## src/rtl/display_pkg.sv

```systemverilog
// display_pkg: constants shared by the 7-segment display
// capture block and the display driver side.
package display_pkg;

  localparam int SETTLE_DEF  = 8;
  localparam int TIMEOUT_DEF = 4096;

  typedef enum logic [1:0] {
    ST_WAIT,
    ST_SETTLE,
    ST_SAMPLE,
    ST_HOLD
  } cap_state_t;

  // Active-low a..g in [6:0] (a is [6]); entry n is the glyph for hex n.
  localparam logic [15:0][6:0] GLYPH = {
    7'b0111000, 7'b0110000, 7'b1000010, 7'b0110001,
    7'b1100000, 7'b0001000, 7'b0000100, 7'b0000000,
    7'b0001111, 7'b0100000, 7'b0100100, 7'b1001100,
    7'b0000110, 7'b0010010, 7'b1001111, 7'b0000001
  };

  function automatic logic [6:0] hex2seg(input logic [3:0] v);
    return GLYPH[v];
  endfunction

  function automatic logic digit_ok(input logic [7:0] d);
    return (d[7:4] == 4'h0) && $onehot(d[3:0]);
  endfunction

endpackage

```

## src/rtl/seg2hex.sv

```systemverilog
// seg2hex: maps an active-low a..g pattern back to its hex
// value; valid drops for any pattern outside the glyph table.
module seg2hex
  import display_pkg::*;
(
  input  logic [6:0] pat,
  output logic [3:0] num,
  output logic       valid
);

  always_comb begin
    num   = 4'h0;
    valid = 1'b0;
    for (int i = 0; i < 16; i++) begin
      if (pat == GLYPH[i]) begin
        num   = 4'(i);
        valid = 1'b1;
      end
    end
  end

endmodule

```

## src/rtl/display_capture.sv

```systemverilog
// display_capture: samples a multiplexed 7-segment display and
// reassembles the four displayed hex digits into capVal.
module display_capture
  import display_pkg::*;
#(
  parameter int SETTLE  = SETTLE_DEF,
  parameter int TIMEOUT = TIMEOUT_DEF
) (
  input  logic        clk5,
  input  logic        reset,
  input  logic [7:0]  digit,
  input  logic [7:0]  segment,
  output logic [15:0] capVal,
  output logic        capValid,
  output logic        segError
);

  localparam int SW = (SETTLE > 1) ? $clog2(SETTLE) : 1;
  localparam int TW = (TIMEOUT > 1) ? $clog2(TIMEOUT) : 1;

  cap_state_t    state;
  cap_state_t    nxt;
  logic [7:0]    d_q;
  logic [7:0]    s_q;
  logic [SW-1:0] cnt;
  logic [TW-1:0] tcnt;
  logic [3:0]    mask;
  logic [3:0]    mask_b;
  logic [3:0]    mask_n;
  logic          bad;
  logic          bad_b;
  logic          done_q;
  logic [15:0]   frame_q;
  logic [15:0]   frame_n;
  logic          chg;
  logic          dchg;
  logic          samp;
  logic          expired;
  logic          full;
  logic [3:0]    hnum;
  logic          hok;

  seg2hex u_dec (
    .pat   (s_q[7:1]),
    .num   (hnum),
    .valid (hok)
  );

  assign chg     = (digit != d_q) || (segment != s_q);
  assign dchg    = digit != d_q;
  assign samp    = state == ST_SAMPLE;
  assign expired = tcnt == TW'(TIMEOUT - 1);

  always_comb begin
    nxt = state;
    unique case (state)
      ST_WAIT:
        if (!chg && digit_ok(d_q)) nxt = ST_SETTLE;
      ST_SETTLE:
        if (chg) nxt = ST_WAIT;
        else if (cnt == SW'(SETTLE - 1)) nxt = ST_SAMPLE;
      ST_SAMPLE:
        nxt = ST_HOLD;
      ST_HOLD:
        if (dchg) nxt = ST_WAIT;
      default:
        nxt = ST_WAIT;
    endcase
  end

  // An expired partial frame is dropped even if a sample lands
  // on the very cycle the timeout matures.
  always_comb begin
    mask_b  = expired ? 4'h0 : mask;
    bad_b   = expired ? 1'b0 : bad;
    mask_n  = mask_b | d_q[3:0];
    full    = mask_n == 4'hF;
    frame_n = frame_q;
    for (int i = 0; i < 4; i++) begin
      if (d_q[i] && hok) frame_n[i*4 +: 4] = hnum;
    end
  end

  always_ff @(posedge clk5 or negedge reset) begin
    if (!reset) begin
      state <= ST_WAIT;
      d_q   <= '0;
      s_q   <= '0;
      cnt   <= '0;
    end else begin
      state <= nxt;
      d_q   <= digit;
      s_q   <= segment;
      if (chg || state != ST_SETTLE) cnt <= '0;
      else if (cnt != SW'(SETTLE - 1)) cnt <= cnt + 1'b1;
    end
  end

  always_ff @(posedge clk5 or negedge reset) begin
    if (!reset) begin
      tcnt     <= '0;
      mask     <= '0;
      bad      <= 1'b0;
      frame_q  <= '0;
      done_q   <= 1'b0;
      segError <= 1'b0;
      capValid <= 1'b0;
      capVal   <= '0;
    end else begin
      done_q   <= samp && full && !bad_b && hok;
      segError <= samp && !hok;
      capValid <= done_q;
      if (done_q) capVal <= frame_q;
      if (samp) begin
        tcnt    <= '0;
        frame_q <= frame_n;
        mask    <= full ? 4'h0 : mask_n;
        bad     <= full ? 1'b0 : (bad_b | ~hok);
      end else if (expired) begin
        mask <= '0;
        bad  <= 1'b0;
      end else begin
        tcnt <= tcnt + 1'b1;
      end
    end
  end

endmodule

```

## config.mk

```make
export PLATFORM = sky130hd
export DESIGN_NAME = display_capture
export DESIGN_NICKNAME = d
export VERILOG_FILES = /design/src/rtl/display_pkg.sv /design/src/rtl/seg2hex.sv /design/src/rtl/display_capture.sv
export SDC_FILE = /design/constraint.sdc
export NUM_CORES = 1
export LEC_CHECK = 0
export ABC_AREA = 1
export BUFFER_PORTS_ARGS = -buffer_cell sky130_fd_sc_hd__buf_4
export CAP_MARGIN = 25
export CORE_MARGIN = 2
export CORE_UTILIZATION = 36
export DETAILED_ROUTE_END_ITERATION = 6
export PLACE_DENSITY = 0.53
export SYNTH_ARGS = -nofsm -noshare
export SYNTH_HDL_FRONTEND = slang
export SYNTH_SLANG_ARGS = --single-unit
```

## constraint.sdc

```tcl
create_clock -name clk5 -period 2.1 [get_ports clk5]
set_clock_uncertainty 0.1 [all_clocks]
set_input_delay 0.105 -clock clk5 [delete_from_list [all_inputs] [get_ports clk5]]
set_output_delay 0.105 -clock clk5 [all_outputs]
set_load 0.01 [all_outputs]
```

* Word level (Yosys, flattened, before mapping)
Index checks and enable logic that the tools add are counted.
Widths: inputs -> output; s select.
** Storage, ports and cells
- Flip-flop bits (word level) :: 73
- Latch bits :: 0
- Bits in writable memories :: 0
- Memory bits (read-only) :: 0
- Memories :: 0
** Cells by class
- Add/subtract/negate cells :: 5
- Multiply operators :: 0
- Divide/modulo/power cells :: 0
- Order comparisons :: 0
- Equality and inequality tests :: 30
- Shifts and indexed selects :: 0
- Muxes and demuxes :: 46
- Bitwise operators :: 3
- Reductions and logical operators :: 24
** Operator list (number)
- $mux 4 :: 11
- $eq 7x6->1 const B :: 5
- $eq 7x7->1 const B :: 4
- $mux 12 :: 2
- $mux 1 :: 20
- $mux 3 :: 6
- $ne 8x8->1 :: 2
- $eq 7x3->1 const B :: 2
- $eq 7x4->1 const B :: 2
- $add 12x1->12 const B :: 1
- $eq 12x12->1 const B :: 1
- $mux 2 :: 6
- $logic_and 1x1->1 :: 10
- $pmux 2 s4 :: 1
- $reduce_and 2->1 :: 4
- $eq 7x1->1 const B :: 1
- $eq 7x5->1 const B :: 1
- $logic_not 7->1 :: 1
- $ne 2x2->1 const B :: 3
- $ne 3x3->1 const B :: 2
- $add 1x1->2 :: 2
- $eq 2x2->1 const B :: 2
- $eq 4x4->1 const B :: 1
- $logic_not 4->1 :: 1
- 14 further kinds :: 17

* Longest topological paths before layout
Gate-level depths: netlist (run 1).
- Word-level depth :: 21
- Gate-level depth with buffers :: 15
- Gate-level depth less buffers :: 15

* Cells and area by module
Synthesis (run 1) repeated with hierarchy kept, for this count alone.
** Second synthesis, totals
- Cells, all modules :: 420
- Area, all modules :: 3584.7 µm²
** Modules (own cells, without submodules)
- display_capture :: instances 1, cells an instance 353, area each 3238.1 µm², sequential area each 1826.8 µm²
- seg2hex :: instances 1, cells an instance 67, area each 346.6 µm², sequential area each 0.0 µm²

* Worst setup path after synthesis (run 1)
OpenSTA, ideal clock, no wires.
- Path type :: register to register
- Start :: register d_q[0]
- End :: register state[0]
- Library setup time :: 0.117 ns
- Arrival :: 1.989 ns
- Required time :: 1.883 ns
- Slack :: -0.105 ns
- Stages on the path, launching flop included :: 16
- Buffers on the path :: 0
- Cells stage by stage :: dfrtp_1 -> inv_1 -> fa_1 -> inv_1 -> ha_1 -> ha_1 -> inv_1 -> nand2_1 -> nor3_1 -> nand3_1 -> nand2_1 -> nand2_1 -> nand2_1 -> nand2_1 -> nand2_1 -> nand2_1
** On the way
- Longest elaborated chain between the ends :: 7
** RTL lines
- start, declared :: line display_capture.sv:23 : logic [7:0] d_q;
- start signal, assigned :: line display_capture.sv:92 : d_q <= digit;
- $add 1x1->2 (implied by the code) :: line display_pkg.sv:28 : return (d[7:4] == 4'h0) && $onehot(d[3:0]);
- $add 2x2->3 (implied by the code) :: line display_pkg.sv:28
- $eq 3x1->1 :: line display_pkg.sv:28
- $logic_and 1x1->1 :: line display_pkg.sv:28
- $logic_and 1x1->1 :: line display_capture.sv:58 : if (!chg && digit_ok(d_q)) nxt = ST_SETTLE;
- $ne 2x2->1 (no source line)
- $reduce_and 3->1 (no source line)
- end signal, assigned :: line display_capture.sv:91 : state <= nxt;
- end, declared :: line display_capture.sv:21 : cap_state_t state;
Parallel ways exist; a longest one is shown, timed or not.
A chain may end at the register's enable or synchronous reset.

* Final worst setup path (run 1)
- Start :: register d_q[1]
- End :: register state[0]
Same word-level chain as after synthesis.

==> reports/metrics.yaml, run 1 <==
outcome:
  outcome: "finished with violations"
  violations: "setup timing"
route:
  vias: 2806
  routed_wl_mm: 6.83
  final_antenna_net_count: 0
  dr.first_iter.drc_count: 104
  avgRoutedWirePerCell_um: 10.8
  drc_errors: 0
  drt_first_pass_iters: 4
  viasPerCell: 4.44
power:
  p_per_area_nw_per_um2: 638
  max-vdd-ir-drop_v: 0.000267
  leakage_nw: 2.39
timing:
  finalMaxSlewViolations: 0
  hold_viol_final: 0
  max_freq_mhz: 457
  holdWs_ns: 0.186
  period_share_pct: 104
  layout_min_cycle_time_ns: 2.19
  rsz0062_at_grt: "yes"
  slew_headroom_pct: 58.1
  setup_viol: 2
  tightestPinTransition_ns: 0.629
  fin_ws_ns: -0.0905
layout:
  drive_above_1_share_pct: 22.0
  stdcell_area_um2: 4440
  antenna_cells: 0
  fillers: 980
  layout.cells.non_filler: 632
  area_delta_synth_final_pct: 25.9
  final_core_util_pct: 46.1
  ff_latch_area_um2: 1830
  multi_input_area_um2: 1480
  num-nets-final: 519
worst_setup_path:
  end_kind: "register"
  cp_data_arrival_time_ns: 2.33
  cp-start-kind: "register"
  cp.required_ns: 2.24
  path_max_fanout: 2
  path_class: "reg -> reg"
die:
  die_y_um: 103
  initial_core_util_pct: 36.6
  fp.dieArea_um2: 10600
  fp.dieW_um: 103
  rows: 36
  ios: 36
  core_um2: 9640
global_routing:
  grt_pass1_vias: 2732
  antenna_found_initial: 0
  grt_overflow: 0
  grt_pass1_wl_mm: 12.1
  grt.total_usage_pct: 14.8
  grt_max_degree: 74
synth:
  synth_cells: 424
  synth_edf_count: 0
  syn_nets: 448
  ys_seq_area_share_pct: 51.8
  synthArstFlopShare_pct: 100
  yosysWarnings: 0
  synth-seq-cells: 73
  synth_ff_type: "dfrtp_1"
  ys_types: 31
  synth_area_per_cell_um2: 8.32
  netlist_area_um2: 3530
clocking:
  path_clk_slew_ns: 0.08
  clock_path_buffers: 2
  cts_sinks: 73
  numCtsBuffers: 9
  cts_tree: "built"
  htree_levels: 3
  clkLatencyLatePin_ns: 0.36
  cts-root-buf: "clkbuf_8"
place:
  placed_area_um2: 4040
  portBuffers: 35
  gp_congestion: 0.807
  hpwl_mm: 4.86
  dpl.cell_count: 598
min_path:
  hold_path_class: "in -> async"
run:
  cap_violations: 0
cell type report:
| type | count | area share (%) |
|---|---|---|
| clock buffers | 11 | 3.18 |
| flip-flops and latches | 73 | 41.1 |
| clock inverters | 4 | 1.21 |
| repair buffers | 65 | 12.2 |
| well taps | 133 | 3.75 |
| multi-input cells | 283 | 33.2 |
| inverters | 63 | 5.32 |
synthesized netlist by cell type (2+ instances only):
| cell type | number | area (um^2) |
|---|---|---|
| nor2_4 | 2 | 22.5 |
| clkbuf_1 | 3 | 11.3 |
| nor2_2 | 7 | 43.8 |
| a211oi_1 | 2 | 15.0 |
| dfrtp_1 | 73 | 1830 |
| o21ai_1 | 17 | 85.1 |
| nor2_1 | 35 | 131 |
| nor3_2 | 3 | 30.0 |
| mux2_2 | 12 | 135 |
| nand3_1 | 10 | 50.1 |
| nor3_1 | 7 | 35.0 |
| nand2_4 | 2 | 22.5 |
| nand2_1 | 138 | 518 |
| a21oi_1 | 15 | 75.1 |
| o21ai_0 | 12 | 60.1 |
| ha_1 | 5 | 62.6 |
| inv_2 | 8 | 30.0 |
| a31oi_1 | 2 | 12.5 |
| inv_1 | 55 | 206 |
| nand4_1 | 5 | 31.3 |
state kept, by name, summed over array words and instances, names as in the netlist, named ones only:
name / flops
s_q: 8
frame_q: 16
mask: 4
tcnt: 12
cnt: 3
segError: 1
done_q: 1
capVal: 16
capValid: 1
state: 1
d_q: 8
bad: 1
logic make-up after synthesis:
| kind of cell | count (synthesis) | synth area share [%] |
|---|---|---|
| AND/OR/NAND/NOR | 215 | 27.1 |
| flip-flops | 73 | 51.8 |
| buffers and inverters | 68 | 7.48 |
| AO/OA/AOI/OAI | 48 | 7.02 |
| multiplexers | 12 | 3.83 |
| adder cells (fa/ha/maj) | 6 | 2.34 |
| XOR/XNOR | 2 | 0.496 |
power breakdown:
group          switching, mW  internal, mW  total, mW
Combinational          0.160         0.115      0.275
Clock                  0.530         0.577       1.11
Sequential            0.0240          1.43       1.45
critical path, cell delays in order, from the launching register on:
cell and delay (ns):
dfrtp_1 0.36, inv_2 0.05, fa_1 0.54, inv_1 0.05, ha_2 0.18, ha_4 0.21
inv_2 0.04, nand2_2 0.04, nor3_2 0.09, nand3_1 0.09, nand2_1 0.08, nand2_2 0.06
nand2_2 0.06, nand2_1 0.05, nand2_1 0.05, nand2_1 0.04
stage by stage:
stage	setup TNS, ns	total power, mW	setup WS, ns
final	-0.172	2.84	-0.0905
after global routing	-0.622	2.99	-0.217
after CTS	-0.181	2.87	-0.105
after detailed placement	-0.252	1.72	-0.138
after global placement	-0.124	1.71	-0.0726
after floorplan	-0.00756	1.62	-0.00756
metal layers:
metal  GRT usage [%]  routed length [um]  part of all wire [%]
met5               0                   0                     0
met4            6.88                 100                   1.5
met3            3.12                 211                   3.1
met2            24.5                3230                    47
met1            18.5                3290                    48
cell usage in the layout (no fill, tap or decap), types with 2 or more instances in the layout:
master,instances
nor2_2,7
nor2_4,2
a21oi_1,15
inv_1,52
nand2_4,2
nor3_1,6
dlygate4sd3_1,17
nor3_4,2
dfrtp_1,73
ha_1,3
o21ai_0,11
nand4_1,5
inv_2,11
a31oi_1,2
a211oi_1,2
o21ai_1,18
nand3_1,10
nor3_2,3
nor2_1,35
clkbuf_8,10
nand2_1,134
buf_4,47
clkinvlp_4,2
mux2_2,12
nand2_2,4
worst paths after layout:
check,from,endpoint,slack (ns),depth (start not counted)
max,d_q[1],state[0],-0.09,15
min,reset,s_q[2],0.19,3
max reg2reg,d_q[1],state[0],-0.09,15
min reg2reg,tcnt[11],tcnt[11],0.36,1
max in group asynchronous,reset,capVal[2],1.37,3
min in group clk5,segment[4],s_q[4],0.31,2
what timing repair did:
item	CTS	global route
hold buffers	17	0
cloned	0	0
resized for setup	4	4
hold endpoints to repair	89	0
buffers inserted	1	1
setup endpoints to repair	2	15
pin swaps	3	0
Power figures use the tool's default switching activity.
==> run 2: changes to the inputs <==
--- a/config.mk
+++ b/config.mk
@@ -10,6 +10,7 @@
 export CAP_MARGIN = 25
 export CORE_MARGIN = 2
 export CORE_UTILIZATION = 36
+export CTS_BUF_LIST = sky130_fd_sc_hd__clkbuf_8
 export DETAILED_ROUTE_END_ITERATION = 6
 export PLACE_DENSITY = 0.53
 export SYNTH_ARGS = -nofsm -noshare
==> run 2 against run 1 <==
  * The flow still finishes with violations (setup timing)
  * Core utilization is the same
  * Wire length shrank 0.45%
  * First-iteration DRC count is the same
  * Worst hold slack gained 0.015 ns
==> reports/metrics.yaml, run 2 (synthesized netlist as in run 1, its figures left out) <==
route:
  dr_wl_met3_um: 170  # -19%
  drt_first_pass_iters: 4  # unchanged
  viasPerCell: 4.44  # about the same
  dr.first_iter.drc_count: 104  # unchanged
  met1Wirelength_mm: 3.30  # +0.30%
  drc_errors: 0  # unchanged
  final_antenna_net_count: 0  # unchanged
  met2_length_mm: 3.29  # +1.9%
  top_layer_used: "met4"
  vias: 2807  # +0.036%
  avgRoutedWirePerCell_um: 10.8  # -0.45%
  routed_wl_mm: 6.80  # -0.45%
worst_setup_path:
  r2r_end: "state[0]"
  reg2reg_from: "d_q[1]"
  reg2reg_depth: 15  # unchanged
  cp-start-kind: "register"
  cp-endpoint: "state[0]"
  cp_cell_sequence: "inv_2 > fa_1 > inv_1 > ha_2 > ha_4 > inv_2 > nand2_2 > nor3_2 > nand3_1 > nand2_1 > nand2_2 > nand2_2 > nand2_1 > nand2_1 > nand2_1"
  crit_start: "d_q[1]"
  path_common_cell: "nand2_1"
  critPathSlowestCell: "fa_1"
  path_class: "reg -> reg"
  path_max_fanout: 2  # unchanged
  reg2reg_slack_ns: -0.09  # about the same
  cp.required_ns: 2.23  # about the same
  end_kind: "register"
  cp_data_arrival_time_ns: 2.32  # about the same
  max_stage_delay_ns: 0.54  # about the same
timing:
  period_share_pct: 104  # about the same
  tightestPinTransition_ns: 0.629  # -0.0000851 ns
  hold_viol_final: 0  # unchanged
  layout_min_cycle_time_ns: 2.19  # +0.000281 ns
  fin_ws_ns: -0.0908  # -0.000281 ns
  max_freq_mhz: 456  # about the same
  setup_viol: 2  # unchanged
  slew_headroom_pct: 58.1  # about the same
  holdWs_ns: 0.201  # +0.0150 ns
  finalMaxSlewViolations: 0  # unchanged
  rsz0062_at_grt: "yes"
power:
  switchingPower_mw: 0.702  # -1.7%
  internal_power_mw: 2.12  # -0.21%
  power_mw: 2.82  # -0.58%
  p_clk_share_pct: 38.7  # -0.3 points
  leakage_nw: 2.39  # +0.17%
  power_frac_comb_pct: 9.7  # about the same
  p_sw_share_pct: 24.9  # -0.28 points
  max-vdd-ir-drop_v: 0.000249  # -6.7%
  p_per_area_nw_per_um2: 635  # -0.58%
  seqPwrFrac_pct: 51.6  # +0.3 points
clocking:
  numCtsBuffers: 9  # unchanged
  htree_levels: 3  # unchanged
  cts_sinks: 73  # unchanged
  path_clk_slew_ns: 0.08  # about the same
  cts-root-buf: "clkbuf_8"
  clkLatencyLatePin_ns: 0.34  # -0.02 ns
  clock_path_buffers: 2  # unchanged
  cts_tree: "built"
layout:
  area_delta_synth_final_pct: 25.9  # unchanged
  num-nets-final: 519  # unchanged
  stdcell_area_um2: 4440  # unchanged
  top_regs: "capVal: 16 flops, frame_q: 16 flops, tcnt: 12 flops"
  antenna_cells: 0  # unchanged
  drive_above_1_share_pct: 22.0  # unchanged
  final_cell_mix: "nand2_1, dfrtp_1, inv_1"
  final_core_util_pct: 46.1  # unchanged
  layout_commonest_cell: "nand2_1"
place:
  hpwl_mm: 4.86  # unchanged
  placed_area_um2: 4040  # unchanged
  gp_congestion: 0.807  # unchanged
  place_ws_ns: -0.138  # unchanged
  portBuffers: 35  # unchanged
die:
  ios: 36  # unchanged
  fp.dieArea_um2: 10600  # unchanged
  fp.dieW_um: 103  # unchanged
  core_um2: 9640  # unchanged
  initial_core_util_pct: 36.6  # unchanged
  rows: 36  # unchanged
  die_y_um: 103  # unchanged
global_routing:
  grt_pass1_vias: 2732  # unchanged
  grt.total_usage_pct: 14.8  # unchanged
  grt_max_degree: 74  # unchanged
  antenna_found_initial: 0  # unchanged
  grt_overflow: 0  # unchanged
  grt_pass1_wl_mm: 12.1  # unchanged
outcome:
  violations: "setup timing"
  outcome: "finished with violations"
run:
  cap_violations: 0  # unchanged
min_path:
  hold_path_class: "in -> async"
==> run 2: cell count changes in the layout (fill, tap and decap cells not counted) <==
| cell | before | now |
|---|---|---|
| clkbuf_1 | 1 | 0 |
| inv_1 | 52 | 53 |
==> run 2: through the flow <==
stage / setup TNS [ns] / cells
final: -0.172 / 632
after global routing: -0.622 / 632
after CTS: -0.181 / 631
after detailed placement: -0.252 / 598
after global placement: -0.124 / 598
after floorplan: -0.00756 / 424
==> run 2: worst min path at each step <==
stage               slack (ns)                          to   from  cells past startpoint
floorplan                -0.29  asynchronous set/reset pin  reset                      0
global placement          0.06                      cnt[0]  reset                      2
detailed placement        0.06                      cnt[2]  reset                      2
CTS                       0.22                      s_q[5]  reset                      3
global route              0.25                     mask[1]  reset                      3
finish                    0.20                      s_q[2]  reset                      3
==> run 2: area by class of cell <==
class / count / area [um^2]
timing repair buffer: 65 / 543
fill: 980 / 5200
clock buffer: 10 / 138
multi-input combinational: 283 / 1480
sequential: 73 / 1830
tap: 133 / 166
inverter: 63 / 236
clock inverter: 5 / 57.6
==> run 2: repair_timing <==
action                                  4_1_cts  5_1_grt
setup buffers                                 1        1
endpoints found under the setup margin        2       14
pin swaps                                     3        0
gates resized for setup                       4        4
hold buffers                                 17        0
hold endpoints to repair                     89        0
==> run 2: power by group through the flow <==
stage	sequential [mW]	clock, mW	combinational (mW)
after floorplan	1.48	0	0.142
after global placement	1.48	0	0.234
after detailed placement	1.48	0	0.240
after CTS	1.45	1.14	0.272
after global routing	1.46	1.21	0.319
final	1.45	1.09	0.275
==> run 2: per-layer routing <==
layer  vias to the layer above  GRT usage (%)
met4                         0           6.88
li1                       1475              -
met3                         4           3.12
met5                         -              0
met2                        31           24.5
met1                      1297           18.5
==> run 2: worst max-delay path, delay by kind of cell (launching register included) <==
family                   cells  cell delay [ns]
flip-flops                   1             0.36
adder cells (fa/ha/maj)      3             0.93
buffers and inverters        3             0.14
AND/OR/NAND/NOR              9             0.56
==> run 3: changes to the inputs <==
--- a/config.mk
+++ b/config.mk
@@ -9,10 +9,11 @@
 export BUFFER_PORTS_ARGS = -buffer_cell sky130_fd_sc_hd__buf_4
 export CAP_MARGIN = 25
 export CORE_MARGIN = 2
-export CORE_UTILIZATION = 36
+export CORE_UTILIZATION = 55
 export CTS_BUF_LIST = sky130_fd_sc_hd__clkbuf_8
 export DETAILED_ROUTE_END_ITERATION = 6
-export PLACE_DENSITY = 0.53
+export PLACE_DENSITY = 0.76
+export SETUP_SLACK_MARGIN = 0.3
 export SYNTH_ARGS = -nofsm -noshare
 export SYNTH_HDL_FRONTEND = slang
 export SYNTH_SLANG_ARGS = --single-unit
==> run 3 against run 2 <==
  * Register-to-register slack about the same
  * Final area is 8.4% higher
  * Count of clock-buffer cells in the layout is 1 lower
  * The flow still finishes with violations (setup timing)
  * Critical path depth did not move
  * Core utilization up 31 points
  * Final cell count is 4.7% lower
  * Sequential share of layout area down 3.0 points
  * Wire length is 19% higher
  * Worst hold slack lost 0.011 ns
  * Die area shrank 33%
  * Non-clock buffer count up 22
  * Setup slack better by 0.0054 ns
  * Critical path type unchanged
  * Critical endpoint unchanged
==> reports/metrics.yaml, run 3 (synthesized netlist as in run 1, its figures left out) <==
route:
  final_antenna_net_count: 0  # unchanged
  dr.first_iter.drc_count: 156  # +50%
  drt_first_pass_iters: 5  # +1
  viasPerCell: 5.13  # +15%
  drc_errors: 0  # unchanged
  vias: 3088  # +10%
  avgRoutedWirePerCell_um: 13.5  # +25%
  routed_wl_mm: 8.11  # +19%
global_routing:
  grt_pass1_wl_mm: 12.4  # +2.4%
  antenna_found_initial: 0  # unchanged
  grt.total_usage_pct: 22.1  # +7.3 points
  grt_pass1_vias: 2840  # +4.0%
  grt_max_degree: 47  # -36%
  grt_overflow: 0  # unchanged
clocking:
  clkLatencyLatePin_ns: 0.34  # about the same
  cts_sinks: 73  # unchanged
  numCtsBuffers: 9  # unchanged
  cts_tree: "built"
  cts-root-buf: "clkbuf_8"
  path_clk_slew_ns: 0.08  # about the same
  htree_levels: 3  # unchanged
  clock_path_buffers: 2  # unchanged
layout:
  num-nets-final: 544  # +4.8%
  drive_above_1_share_pct: 35.8  # +14 points
  stdcell_area_um2: 4820  # +8.4%
  area_delta_synth_final_pct: 36.5
  top_regs: "capVal: 16 flops, frame_q: 16 flops, tcnt: 12 flops"
  final_cell_mix: "nand2_1, dfrtp_1, buf_4"
  layout.cells.non_filler: 602  # -4.7%
  antenna_cells: 0  # unchanged
  layout_commonest_cell: "nand2_1"
die:
  initial_core_util_pct: 56.2  # +20 points
  fp.dieArea_um2: 7070  # -33%
  core_um2: 6280  # -35%
  ios: 36  # unchanged
  rows: 29  # -19%
  die_y_um: 84.1  # -18%
  fp.dieW_um: 84.1  # -18%
power:
  p_sw_share_pct: 27.1  # +2.2 points
  max-vdd-ir-drop_v: 0.000436  # +75%
  power_mw: 2.92  # +3.6%
  power_frac_comb_pct: 11.6  # +1.9 points
  p_per_area_nw_per_um2: 606  # -4.5%
  internal_power_mw: 2.13  # +0.55%
  leakage_nw: 2.56  # +7.1%
  switchingPower_mw: 0.791  # +13%
  seqPwrFrac_pct: 49.9  # -1.7 points
  p_clk_share_pct: 38.4  # -0.3 points
place:
  placed_area_um2: 3970  # -1.9%
  hpwl_mm: 4.85  # -0.18%
  dpl.cell_count: 543  # -9.2%
  place_ws_ns: -0.0944  # +0.0432 ns
  gp_congestion: 0.827  # +2.5%
  portBuffers: 35  # unchanged
worst_setup_path:
  path_max_fanout: 2  # unchanged
  cp-start-kind: "register"
  cpLargestDelayFamily: "adder cells"
  path_common_cell: "nand2_1"
  end_kind: "register"
  reg2reg_from: "d_q[0]"
  max_stage_delay_ns: 0.53  # about the same
  cp_cell_sequence: "inv_2 > fa_1 > inv_1 > ha_2 > ha_4 > inv_2 > nand2_2 > nor3_2 > nand3_1 > nand2_1 > nand2_2 > nand2_2 > nand2_1 > nand2_1 > nand2_1"
  cp_data_arrival_time_ns: 2.33  # about the same
  crit_start: "d_q[0]"
  path_class: "reg -> reg"
  critPathSlowestCell: "fa_1"
  cp_num_buf_inv: 3  # unchanged
  cp.required_ns: 2.24  # about the same
timing:
  slew_headroom_pct: 61.9  # +3.9 points
  setup_viol: 2  # unchanged
  setup-tns-final_ns: -0.143  # +0.0291 ns
  fin_ws_ns: -0.0854  # +0.00539 ns
  max_freq_mhz: 458  # +0.25%
  finalMaxSlewViolations: 0  # unchanged
  tightestPinTransition_ns: 0.571  # -0.0582 ns
  rsz0062_at_grt: "yes"
  period_share_pct: 104  # -0.26 points
  layout_min_cycle_time_ns: 2.19  # -0.00539 ns
  hold_viol_final: 0  # unchanged
outcome:
  violations: "setup timing"
  outcome: "finished with violations"
min_path:
  hold_path_class: "in -> async"
run:
  cap_violations: 0  # unchanged
==> run 3: routing by layer <==
metal | share of wire [%] | wire length (um) | vias up | GRT usage [%]
met5 | 0 | 0 | - | 0
met4 | 1.9 | 158 | 0 | 10.3
met1 | 42 | 3430 | 1470 | 27.6
li1 | - | - | 1533 | -
met3 | 3.0 | 247 | 14 | 3.26
met2 | 53 | 4280 | 71 | 37.8
==> run 3: worst paths after layout <==
check	cells after the start	slack (ns)	endpoint
max	15	-0.09	state[0]
min	2	0.19	cnt[2]
max reg2reg	15	-0.09	state[0]
min reg2reg	1	0.37	tcnt[11]
max in group asynchronous	3	1.11	s_q[6]
min in group clk5	2	0.32	d_q[5]
==> run 3: worst reg2reg max path: cells and delay by family (launching register included) <==
kind	cells	cell delay, ns
adders and majority gates	3	0.91
buffers and inverters	3	0.14
DFF	1	0.37
and+or+nand+nor	9	0.57
==> run 3: through the flow <==
stage | hold slack (ns) | util [%]
2_1_floorplan | -0.291 | -
3_3_place_gp | 0.0405 | 63.2
3_5_place_dp | 0.0417 | 63.2
4_1_cts | 0.211 | 71.2
5_1_grt | 0.256 | 76.7
6_report | 0.190 | 76.7
==> run 3: area by class of cell <==
| type | instances | area [um^2] |
|---|---|---|
| multi-input combinational | 286 | 1730 |
| fill | 404 | 1460 |
| tap | 77 | 96.3 |
| clock buffer | 9 | 124 |
| clock inverter | 7 | 76.3 |
| timing repair buffer | 87 | 711 |
| inverter | 63 | 244 |
| sequential | 73 | 1830 |
==> run 3: what timing repair did <==
action,in CTS,in global routing
endpoints found under the setup margin,32,33
cloned,2,1
hold buffers,17,0
resized for setup,17,69
endpoints found under the hold margin,59,0
pin swaps,4,25
setup buffers,7,16
==> run 3: power by group through the flow <==
| stage | combinational (mW) | sequential (mW) | clock (mW) |
|---|---|---|---|
| final | 0.340 | 1.46 | 1.12 |
| after CTS | 0.286 | 1.45 | 1.13 |
| after global routing | 0.379 | 1.46 | 1.21 |
| after detailed placement | 0.238 | 1.48 | 0 |
| after global placement | 0.230 | 1.48 | 0 |
| after floorplan | 0.144 | 1.48 | 0 |
